<file path="src/rtl/dlx_pipe_if.sv">
`default_nettype none
// ============================================================================
// Module   : dlx_pipe_if
// Purpose  : DLX instruction fetch stage. Owns the PC and fetches from
//            instruction memory over a req/ready handshake. Loads the IF/ID
//            register (if_id_npc, if_id_ir) for the ID stage. Takes
//            redirect, squash and halt controls from ID.
// Ports    : clk, rst (sync, active-high)
//            stall, dc_wait           - hold controls
//            id_cond, id_npc          - taken jump/branch and its target
//            id_halt, id_illegal_instr- stop fetching
//            imem_req/addr/rdata/ready- instruction memory handshake
//            if_id_npc, if_id_ir      - IF/ID register
//            if_halted                - fetch stopped
// Config   : DLX_IF_PREFETCH_BUF_EN - one-entry prefetch buffer that keeps a
//            word returned during stall/dc_wait instead of refetching it.
// Revision : 1.0 - initial release
// ============================================================================
module dlx_pipe_if #(
    parameter logic [31:0] RESET_PC = 32'h0000_0000,
    parameter logic [31:0] NOP_IR   = 32'h0000_0000
) (
    input  logic        clk,
    input  logic        rst,
    input  logic        stall,
    input  logic        dc_wait,
    input  logic        id_cond,
    input  logic [31:0] id_npc,
    input  logic        id_halt,
    input  logic        id_illegal_instr,
    output logic        imem_req,
    output logic [31:0] imem_addr,
    input  logic [31:0] imem_rdata,
    input  logic        imem_ready,
    output logic [31:0] if_id_npc,
    output logic [31:0] if_id_ir,
    output logic        if_halted
);

    typedef enum logic [0:0] {
        S_FETCH = 1'b0,
        S_HALT  = 1'b1
    } state_t;

    state_t      state_q, state_d;
    logic [31:0] pc_q, pc_d;
    logic [31:0] ir_q, ir_d;
    logic [31:0] npc_q, npc_d;
    logic [31:0] pc_plus4;
    logic        buf_valid_q, buf_valid_d;
    logic [31:0] buf_ir_q, buf_ir_d;

    // Wraps modulo 2^32; id_npc alignment is intentionally not checked.
    assign pc_plus4 = pc_q + 32'd4;

    always_ff @(posedge clk) begin
        if (rst) begin
            state_q     <= S_FETCH;
            pc_q        <= RESET_PC;
            ir_q        <= NOP_IR;
            npc_q       <= RESET_PC;
            buf_valid_q <= 1'b0;
            buf_ir_q    <= NOP_IR;
        end else begin
            state_q     <= state_d;
            pc_q        <= pc_d;
            ir_q        <= ir_d;
            npc_q       <= npc_d;
            buf_valid_q <= buf_valid_d;
            buf_ir_q    <= buf_ir_d;
        end
    end

    always_comb begin
        state_d     = state_q;
        pc_d        = pc_q;
        ir_d        = ir_q;
        npc_d       = npc_q;
        buf_valid_d = buf_valid_q;
        buf_ir_d    = buf_ir_q;
        imem_req    = 1'b0;
        if_halted   = 1'b0;

        case (state_q)
            S_FETCH: begin
`ifdef DLX_IF_PREFETCH_BUF_EN
                // A buffered word already covers the current pc.
                imem_req = ~buf_valid_q;
`else
                imem_req = 1'b1;
`endif
                if (dc_wait || stall) begin
                    // Hold everything. ID operands may be stale while
                    // stalled, so redirect/halt are not honoured here.
`ifdef DLX_IF_PREFETCH_BUF_EN
                    if (imem_ready && !buf_valid_q) begin
                        buf_ir_d    = imem_rdata;
                        buf_valid_d = 1'b1;
                    end
`endif
                end else if (id_halt || id_illegal_instr) begin
                    state_d     = S_HALT;
                    ir_d        = NOP_IR;
                    buf_valid_d = 1'b0;
                end else if (id_cond) begin
                    // Squash the wrong-path fetch: one-bubble penalty.
                    pc_d        = id_npc;
                    ir_d        = NOP_IR;
                    buf_valid_d = 1'b0;
`ifdef DLX_IF_PREFETCH_BUF_EN
                end else if (buf_valid_q) begin
                    ir_d        = buf_ir_q;
                    npc_d       = pc_plus4;
                    pc_d        = pc_plus4;
                    buf_valid_d = 1'b0;
`endif
                end else if (imem_ready) begin
                    ir_d  = imem_rdata;
                    npc_d = pc_plus4;
                    pc_d  = pc_plus4;
                end else begin
                    ir_d = NOP_IR;
                end
            end
            S_HALT: begin
                if_halted = 1'b1;
                ir_d      = NOP_IR;
            end
            default: begin
                state_d = S_FETCH;
            end
        endcase
    end

    assign imem_addr = pc_q;
    assign if_id_npc = npc_q;
    assign if_id_ir  = ir_q;

endmodule
`default_nettype wire
</file>
<file path="config.mk">
export PLATFORM = sky130hd
export DESIGN_NAME = dlx_pipe_if
export DESIGN_NICKNAME = d
export VERILOG_FILES = /design/src/rtl/dlx_pipe_if.sv
export SDC_FILE = /design/constraint.sdc
export NUM_CORES = 1
export LEC_CHECK = 0
export CAP_MARGIN = 20
export CORE_MARGIN = 2
export CORE_UTILIZATION = 38
export DETAILED_ROUTE_END_ITERATION = 10
export HOLD_SLACK_MARGIN = 0.06
export PLACE_DENSITY = 0.81
export SKIP_LAST_GASP = 1
export SLEW_MARGIN = 20
export SYNTH_ARGS = -nofsm -noshare
export SYNTH_HDL_FRONTEND = slang
export SYNTH_SLANG_ARGS = --single-unit
</file>
<file path="constraint.sdc">
create_clock -name clk -period 5.95 [get_ports clk]
set_input_delay 1.785 -clock clk [delete_from_list [all_inputs] [get_ports clk]]
set_output_delay 1.785 -clock clk [all_outputs]
set_load 0.01 [all_outputs]
</file>
## Word level (Yosys, flattened, before mapping)

Cells that the tools add are included.

| storage, ports and cells | value |
|---|---|
| flip-flop bits (word level) | 97 |
| input port bits | 72 |
| output and inout port bits | 98 |
| logic and storage cells | 27 |

| operators by class | value |
|---|---|
| $add $sub $neg | 1 |
| eq/ne operators | 1 |
| muxes and demuxes | 12 |
| bitwise logic cells | 4 |
| reductions and logical operators | 5 |

Operators by type and width:

| operator | count |
|---|---|
| $mux W32 | 6 |
| $pmux W32 S2 | 1 |
| $add A32 B3 Y32 const B | 1 |
| $mux W1 | 5 |
| $reduce_and A5 Y1 | 1 |
| $not A1 Y1 | 4 |
| $reduce_and A4 Y1 | 1 |
| $logic_or A1 B1 Y1 | 2 |
| $ne A2 B2 Y1 const B | 1 |
| $reduce_bool A2 Y1 | 1 |

## Logic depth before layout (Yosys ltp)

Gate-level depths: netlist (run 1).

| logic depth | value |
|---|---|
| depth after elaboration | 5 |
| mapped depth | 7 |
| depth with buffers taken out | 5 |

## Least setup slack after synthesis (run 1)

OpenSTA, ideal clock, no wires.

| path | value |
|---|---|
| path type | input -> register |
| start | input port id_illegal_instr |
| end | register pc_q[16] (netlist: imem_addr[16]) |
| setup time | 0.074 ns |
| arrival | 3.270 ns |
| data required time | 5.876 ns |
| path slack | 2.606 ns |
| stages | 5 |
| path buffers | 1 |
| path through | or3_1 -> clkbuf_2 -> or3_4 -> or4b_1 -> a31oi_1 |

| between the ends | value |
|---|---|
| word-level cells in the longest chain between the ends | 3 |

RTL lines:

| what | line | source |
|---|---|---|
| start, declared | 30 | `input logic id_illegal_instr,` |
| $logic_or A1 B1 Y1 | 101 | `end else if (id_halt \|\| id_illegal_instr) begin` |
| $not A1 Y1 (no line) | n/a |  |
| $reduce_and A4 Y1 (no line) | n/a |  |
| end signal, assigned | 66 | `pc_q <= pc_d;` |
| end, declared | 46 | `logic [31:0] pc_q, pc_d;` |

No other way between the ends.
A chain may end at the register's enable or synchronous reset.

## Worst setup path after layout (run 1)

| path | value |
|---|---|
| start | input port stall |
| end | register npc_q[21] (netlist: if_id_npc[21]) |

| between the ends | value |
|---|---|
| word-level cells in the longest chain between the ends | 3 |

RTL lines:

| what | line | source |
|---|---|---|
| start, declared | 25 | `input logic stall,` |
| $logic_or A1 B1 Y1 | 92 | `if (dc_wait \|\| stall) begin` |
| $not A1 Y1 (no line) | n/a |  |
| $reduce_and A5 Y1 (no line) | n/a |  |
| end signal, assigned | 68 | `npc_q <= npc_d;` |
| end, declared | 48 | `logic [31:0] npc_q, npc_d;` |

No other way between the ends.

==> flow_metrics.py, run 1 <==
metrics = {
    "outcome": {
        "outcome": "finished clean",
    },
    "sta": {
        "fin_ws_ns": 1.57,
        "slew_headroom_pct": 39.6,
        "post-route-period-util_pct": 73.6,
        "worst_pin_slew_ns": 0.906,
        "drv_slew": 0,
        "clock_skew_ns": 0.00633,
        "tns_ns": 0,
        "rsz0062_at_grt": "false",
        "setup_viol": 0,
        "fmax_mhz": 228,
        "hold_viol": 0,
        "fin_crit_ns": 4.38,
    },
    "detailed_routing": {
        "vias": 5302,
        "totalWireLength_mm": 16.3,
        "met1_length_mm": 6.69,
        "wl_met2_mm": 7.50,
        "dr_wl_met3_mm": 1.55,
        "highest_layer": "met4",
        "wl_per_cell_um": 18.1,
        "route.detailed.drc": 0,
        "dr.pass1.iters": 5,
        "postRouteAntennaNets": 0,
        "dr.first_iter.drc_count": 500,
        "vias_per_cell": 5.90,
    },
    "synthesis": {
        "yosysSeqAreaShare_pct": 40.4,
        "ys_warn_count": 0,
        "syn_nets": 667,
        "netlist_instances": 594,
        "syn_area_um2": 4810,
        "ys_seq_elements": 97,
        "synth_edf_count": 0,
        "avgSynthCellArea_um2": 8.09,
        "async_flop_share_pct": 0,
        "synth_top_area_share_pct": 40.4,
        "ys_types": 52,
        "synth_top_area_cell": "dfxtp_1",
        "ys_top_cells_by_area": "dfxtp_1, nor2_1, a22oi_1",
        "synth_top_flop_cell": "dfxtp_1",
    },
    "critical_path": {
        "cp.arrival_ns": 4.58,
        "critical_path_class": "in -> reg",
        "crit_path_end_kind": "flop",
        "worstSetupStartpointType": "primary input",
        "slowest_stage": "and4_2",
        "cp_max_fo": 48,
        "cp_top_family": "simple AND/OR/NAND/NOR gates",
        "cp_num_buf_inv": 2,
        "crit_chain": "clkdlybuf4s50_1 > nor2_1 > and4_2 > buf_4 > and4_1 > nor4_1",
        "slowest_delay_ns": 0.93,
        "required_ns": 6.16,
    },
    "flow_run": {
        "cap_violations": 0,
    },
    "floorplanning": {
        "rows": 41,
        "io_pins": 170,
        "die_w_um": 116,
        "core_um2": 12500,
        "die_h_um": 116,
        "die_area_um2": 13600,
        "initial_core_util_pct": 38.6,
    },
    "pwr": {
        "internal-power_uw": 1070,
        "seqPwrFrac_pct": 48.3,
        "power.share.combinational_pct": 9.8,
        "pwr-share-clk_pct": 41.9,
        "p_sw_uw": 322,
        "vdd_ir_drop_max_uv": 125,
        "p_per_area_nw_per_um2": 203,
        "p_leak_uw": 0.00215,
        "swShare_pct": 23.2,
    },
    "grt": {
        "grtUsageTotal_pct": 23.9,
        "antenna_found_initial": 0,
        "grt_max_degree": 56,
        "grt_pass1_vias": 4911,
        "grt_pass1_wl_mm": 25.5,
        "grt.overflow.total": 0,
    },
    "placed_design": {
        "place_area_um2": 6510,
        "pre_cts_ws_ns": 1.35,
        "place_congestion": 0.907,
        "place_hpwl_mm": 11.4,
        "port_buffers": 169,
    },
    "final_layout": {
        "fin_area_um2": 6820,
        "mostFrequentLayoutCell": "clkdlybuf4s50_1",
        "drive_gt1_share_pct": 4.68,
        "diodes": 0,
        "final_cell_mix": "clkdlybuf4s50_1, dfxtp_1, nor2_1, nand2_1, a22oi_1",
        "syn_to_final_growth_pct": 41.9,
        "final_nets": 794,
    },
    "clock_network": {
        "clock_latency_ns": 0.34,
        "path_clk_slew_ns": 0.07,
        "htree_levels": 3,
        "clockRootBuffer": "clkbuf_16",
        "cts_resized": 0,
        "clock-sinks": 97,
        "cts_buffers": 9,
        "cts_tree": "yes",
        "cts.path.max_buffers": 2,
        "cts_hold_buffers": 0,
        "post_cts_buffers": 0,
    },
    "min_path": {
        "worstHoldPathType": "reg -> reg",
    },
}
[power by group through the flow]
stage | clock, uW | combinational (uW) | sequential [uW]
after detailed placement | 0 | 134 | 684
after global routing | 620 | 146 | 671
after global placement | 0 | 132 | 684
after CTS | 594 | 135 | 669
final | 582 | 135 | 670
after floorplan | 0 | 55.4 | 682
[metal layers]
metal	track usage (%)	vias up
met1	30.4	2482
met5	0	-
met2	37.7	280
li1	-	2503
met4	12.3	0
met3	6.07	37
[state kept, by name, indices dropped and copies added, names as in the netlist]
name / cells
if_id_ir: 32
if_id_npc: 32
state_q: 1
imem_addr: 32
[area by class of cell]
| class | count | area (um2) |
|---|---|---|
| fillers | 1137 | 5650 |
| multi-input cells | 430 | 2620 |
| flip-flops and latches | 97 | 1940 |
| repair buffers | 175 | 1730 |
| clock buffers | 13 | 250 |
| well taps | 172 | 215 |
| clock inverters | 3 | 40.0 |
| inverters | 8 | 30.0 |
[stage by stage]
step / power (uW) / util [%] / hold slack, ns / instances
floorplan: 737 / - / 0.445 / 594
global placement: 816 / 52.2 / 0.449 / 882
detailed placement: 819 / 52.2 / 0.460 / 882
CTS: 1400 / 54.6 / 0.469 / 898
global route: 1440 / 54.7 / 0.499 / 898
finish: 1390 / 54.7 / 0.464 / 898
[kinds of logic (layout without fill, tap and decap cells)]
| family | Yosys count | in the layout | synth area share (%) |
|---|---|---|---|
| AOI/OAI and AO/OA | 169 | 169 | 24.6 |
| xor gates and xnor gates | 11 | 11 | 2.00 |
| adders and majority gates | 1 | 1 | 0.260 |
| buffers and inverters | 67 | 199 | 5.62 |
| DFF | 97 | 97 | 40.4 |
| muxes | 1 | 1 | 0.208 |
| and+or+nand+nor | 248 | 248 | 26.9 |
[worst reg2reg max path, cell delays in order, from the launching register on]
cell and delay [ns]:
dfxtp_1 0.39, nor3_1 0.27, buf_4 0.23, and4_2 0.84, buf_4 0.56, and4_1 0.29
nor4_1 0.05
[Yosys cell counts (all sizes together), types with 3 or more instances]
library cell / count
o311ai: 3
buf: 12
nor3: 14
a311oi: 7
o41ai: 3
o21ai: 23
a31oi: 15
xnor2: 8
nor2: 85
nand2b: 3
o211ai: 9
a211oi: 21
clkbuf: 47
and3: 4
or3: 8
xor2: 3
and4: 17
nand4: 24
nor4: 17
a21oi: 22
nand3: 22
o31ai: 5
a21boi: 3
or4: 6
inv: 8
a32o: 4
a22oi: 40
dfxtp: 97
nand2: 40
a22o: 4
[worst paths after layout]
| kind | from | end | slack (ns) | cells past startpoint |
|---|---|---|---|---|
| max | stall | if_id_npc[21]$_SDFFE_PP0P_ | 1.57 | 6 |
| min | if_id_npc[0]$_SDFFE_PP0P_ | if_id_npc[0]$_SDFFE_PP0P_ | 0.46 | 2 |
| max reg2reg | state_q$_SDFF_PP0_ | if_id_npc[21]$_SDFFE_PP0P_ | 3.18 | 6 |
| min reg2reg | if_id_npc[0]$_SDFFE_PP0P_ | if_id_npc[0]$_SDFFE_PP0P_ | 0.46 | 2 |
No activity file was read; power rests on OpenSTA's default activity.
==> run 2, diff against run 1 <==
--- a/config.mk
+++ b/config.mk
@@ -10,7 +10,7 @@
 export CORE_UTILIZATION = 38
 export DETAILED_ROUTE_END_ITERATION = 10
 export HOLD_SLACK_MARGIN = 0.06
-export PLACE_DENSITY = 0.81
+export PLACE_DENSITY = 0.84
 export SKIP_LAST_GASP = 1
 export SLEW_MARGIN = 20
 export SYNTH_ARGS = -nofsm -noshare
==> constraint.sdc (replaced) <==
create_clock -name clk -period 3.6 [get_ports clk]
set_input_delay 1.08 -clock clk [delete_from_list [all_inputs] [get_ports clk]]
set_output_delay 1.08 -clock clk [all_outputs]
set_load 0.01 [all_outputs]
==> flow_metrics.py, run 2 (same netlist as run 1, synthesis figures left out) <==
metrics = {
    "critical_path": {
        "critical_path_class": "in -> reg",
        "crit_path_end_kind": "flop",
        "cp.arrival_ns": 3.19,
        "startpoint": "id_illegal_instr",
        "worstSetupStartpointType": "primary input",
        "required_ns": 3.87,
        "r2r_slack_ns": 1.08,
        "r2r-start": "imem_addr[3]$_SDFFE_PP0P_",
        "cp_max_fo": 14,
    },
    "pwr": {
        "p_leak_uw": 0.00223,
        "vdd_ir_drop_max_uv": 210,
        "report.power.total_uw": 2400,
        "p_per_area_nw_per_um2": 346,
    },
    "placed_design": {
        "place_congestion": 0.870,
        "place_area_um2": 6620,
        "pre_cts_ws_ns": 0.347,
        "place_hpwl_mm": 11.0,
        "port_buffers": 169,
    },
    "sta": {
        "clock_skew_ns": 0.00560,
        "tns_ns": 0,
        "post-route-period-util_pct": 81.0,
        "hold_viol": 0,
        "drv_slew": 0,
        "setup_viol": 0,
        "fmax_mhz": 343,
        "fin_crit_ns": 2.92,
        "slew_headroom_pct": 61.2,
        "fin_ws_ns": 0.683,
        "rsz0062_at_grt": "false",
        "worst_pin_slew_ns": 0.581,
        "whs_ns": 0.455,
    },
    "detailed_routing": {
        "vias_per_cell": 5.77,
        "wl_per_cell_um": 17.3,
        "dr.first_iter.drc_count": 508,
        "vias": 5238,
        "totalWireLength_mm": 15.7,
        "route.detailed.drc": 0,
        "dr.pass1.iters": 6,
        "postRouteAntennaNets": 0,
    },
    "floorplanning": {
        "die_area_um2": 13600,
        "core_um2": 12500,
        "initial_core_util_pct": 38.6,
        "io_pins": 170,
        "die_w_um": 116,
        "die_h_um": 116,
        "rows": 41,
    },
    "clock_network": {
        "cts_tree": "yes",
        "post_cts_buffers": 0,
        "clock-sinks": 97,
        "cts_hold_buffers": 0,
        "clockRootBuffer": "clkbuf_16",
        "cts_buffers": 9,
        "cts.path.max_buffers": 2,
        "cts_resized": 0,
        "clock_latency_ns": 0.34,
        "htree_levels": 3,
        "path_clk_slew_ns": 0.06,
    },
    "min_path": {
        "worstHoldPathType": "reg -> reg",
        "min_from": "if_id_npc[3]$_SDFFE_PP0P_",
    },
    "grt": {
        "grtUsageTotal_pct": 23.3,
        "grt.overflow.total": 0,
        "grt_pass1_wl_mm": 24.9,
        "antenna_found_initial": 0,
        "grt_pass1_vias": 4859,
        "grt_max_degree": 55,
    },
    "final_layout": {
        "final_cell_mix": "clkdlybuf4s50_1, dfxtp_1, nor2_1, nand2_1, a22oi_1",
        "fin_area_um2": 6950,
        "diodes": 0,
        "drive_gt1_share_pct": 5.98,
        "final_nets": 805,
        "fillCellCount": 1138,
        "syn_to_final_growth_pct": 44.6,
        "mostFrequentLayoutCell": "clkdlybuf4s50_1",
    },
    "outcome": {
        "outcome": "finished clean",
    },
    "flow_run": {
        "cap_violations": 0,
    },
}
-- run 2: layer usage --
layer / track usage [%] / routed length, um
met1: 29.7 / 6620
met2: 36.6 / 7090
met3: 7.63 / 1630
met4: 9.44 / 377
met5: 0 / 0
-- run 2: final cells by class --
class | instances | area [um2] | area share (%)
tap | 172 | 215 | 3.10
clock buffer | 13 | 270 | 3.89
clock inverter | 2 | 60.1 | 0.864
timing repair buffer | 186 | 1830 | 26.4
sequential | 97 | 1940 | 27.9
inverter | 8 | 30.0 | 0.432
multi-input combinational | 430 | 2600 | 37.4
-- run 2: stage by stage --
| step | util (%) | cells |
|---|---|---|
| 6_report | 55.8 | 908 |
| 2_1_floorplan | - | 594 |
| 3_5_place_dp | 53.1 | 893 |
| 4_1_cts | 55.8 | 908 |
| 3_3_place_gp | 53.1 | 893 |
| 5_1_grt | 55.8 | 908 |
-- run 2: final timing paths --
kind,cells past startpoint,end
setup / recovery,5,imem_addr[16]$_SDFFE_PP0P_
hold / removal,2,if_id_npc[3]$_SDFFE_PP0P_
setup reg to reg,5,imem_addr[26]$_SDFFE_PP0P_
hold reg to reg,2,if_id_npc[3]$_SDFFE_PP0P_
-- run 2: worst max-delay path, cell delays in order --
cell	delay, ns
clkdlybuf4s50_1	0.41
or3_1	0.50
or3_4	0.54
or4b_1	0.49
a31oi_1	0.16
-- run 2: power by group --
| group | switching [uW] | leakage (uW) | internal, uW |
|---|---|---|---|
| Combinational | 106 | 0.00128 | 123 |
| Sequential | 21.0 | 0.000783 | 1090 |
| Clock | 405 | 0.000162 | 663 |
==> RTL edit: new RTL, settings of run 1 <==
Add a define of `DLX_IF_PREFETCH_BUF_EN`.
--- a/src/rtl/dlx_pipe_if.sv
+++ b/src/rtl/dlx_pipe_if.sv
@@ -17,4 +17,6 @@
 // Revision : 1.0 - initial release
 // ============================================================================
+`define DLX_IF_PREFETCH_BUF_EN
+
 module dlx_pipe_if #(
     parameter logic [31:0] RESET_PC = 32'h0000_0000,
Formal check against the unedited RTL: not equivalent (a bounded check fails within 4 cycles, from zero or initial values and one cycle with rst high).
==> RTL edit against run 1 <==
Utilization decreased by 0.97 points; synthesized cell count increased by 31%; wire length increased by 11%; cell area increased by 24%; final cell count increased by 27%; combinational power increased by 56%; total power increased by 55%; first-iteration DRC count decreased by 9.0%; via count increased by 16%; area after synthesis increased by 27%; worst setup slack improved by 0.49 ns; sequential cell count increased by 33; critical path type unchanged; highest routed layer unchanged.
==> RTL edit: results (changes against run 1) <==
| Metric | Value |
|---|---|
| Status | `finished, final reports clean` |
| Crit Path Max Fanout | `12 (-75%)` |
| Inverters, non-clock | `6 (-2)` |
| Hold EP | `buf_ir_q[18]$_SDFFE_PP0P_` |
| Clock buf/inv share | `0.0694 (+0.0268)` |
| Fin cells | `1139 (+27%)` |
| Hold_sp | `buf_ir_q[18]$_SDFFE_PP0P_` |
| Bufs w/o clock | `181 (+3.4%)` |
| Non-clk buf share | `0.210 (-0.0432)` |
| Max VDD drop | `0.200 mV (+60%)` |
| Seq. cell area | `2600 um^2 (+34%)` |
| Total routed wirelength | `18.0 mm (+11%)` |
| Seq pwr share | `0.423 (-0.060)` |
| Syn Nets | `851 (+28%)` |
| Fraction of area in multi-input gates | `0.379 (-0.00472)` |
| Vias in the first global route | `5469 (+11%)` |
| GRT Overall Usage | `0.211 (-0.0281)` |
| Clk pwr | `1.03 mW (+77%)` |
| Sw power | `0.510 mW (+59%)` |
| Switching share of power | `0.237 (+0.00502)` |
| Post-synthesis cell type count | `55 (+5.8%)` |
| CP startpoint | `imem_ready` |
| Detail Placement HPWL | `12.0 mm (+5.4%)` |
| Slowest stage cell, crit path | `o211ai_1` |
| Register area share after synthesis | `0.427 (+0.0226)` |
RTL edit: cell types whose count changed in the layout (fill, tap and decap cells not counted), sizes merged, moves of 6 or more:
cell / delta
a21oi: +38
xor2: +8
nand3: -6
and4: -12
a31oi: -15
nand4: -7
clkbuf: +9
nor4: -11
nand2: +117
dfxtp: +33
a211oi: +11
o21ai: +31
RTL edit: tightest hold or removal path: stages (launching register included):
cell and delay, ns:
dfxtp_1 0.31, nand2_1 0.05, a21oi_1 0.05
RTL edit: through the flow:
| stage | hold WS [ns] | worst slack (ns) | cell area (um^2) |
|---|---|---|---|
| floorplan | 0.436 | 2.75 | 6100 |
| global placement | 0.441 | 1.42 | 7880 |
| detailed placement | 0.446 | 1.69 | 7890 |
| CTS | 0.454 | 2.13 | 8470 |
| global route | 0.469 | 1.96 | 8470 |
| finish | 0.453 | 2.06 | 8470 |
RTL edit: per-layer routing:
| layer | wire length [um] | up-vias | share of wire | global-route usage |
|---|---|---|---|---|
| li1 | - | 3007 | - | - |
| met1 | 7650 | 2772 | 0.42 | 0.280 |
| met2 | 8260 | 304 | 0.46 | 0.330 |
| met3 | 1670 | 41 | 0.093 | 0.0603 |
| met4 | 419 | 0 | 0.023 | 0.0751 |
| met5 | 0 | - | 0 | 0 |
RTL edit: cells by family (layout without fill, tap and decap cells):
group                      count (synthesis)  count (layout)  share of synthesized area
buffers and inverters                     73             218                     0.0503
DFF                                      130             130                      0.427
xor gates and xnor gates                  24              24                     0.0345
adders and majority gates                  1               1                    0.00205
muxes                                      5               5                    0.00821
AOI/OAI and AO/OA                        222             222                      0.233
and+or+nand+nor                          323             323                      0.245
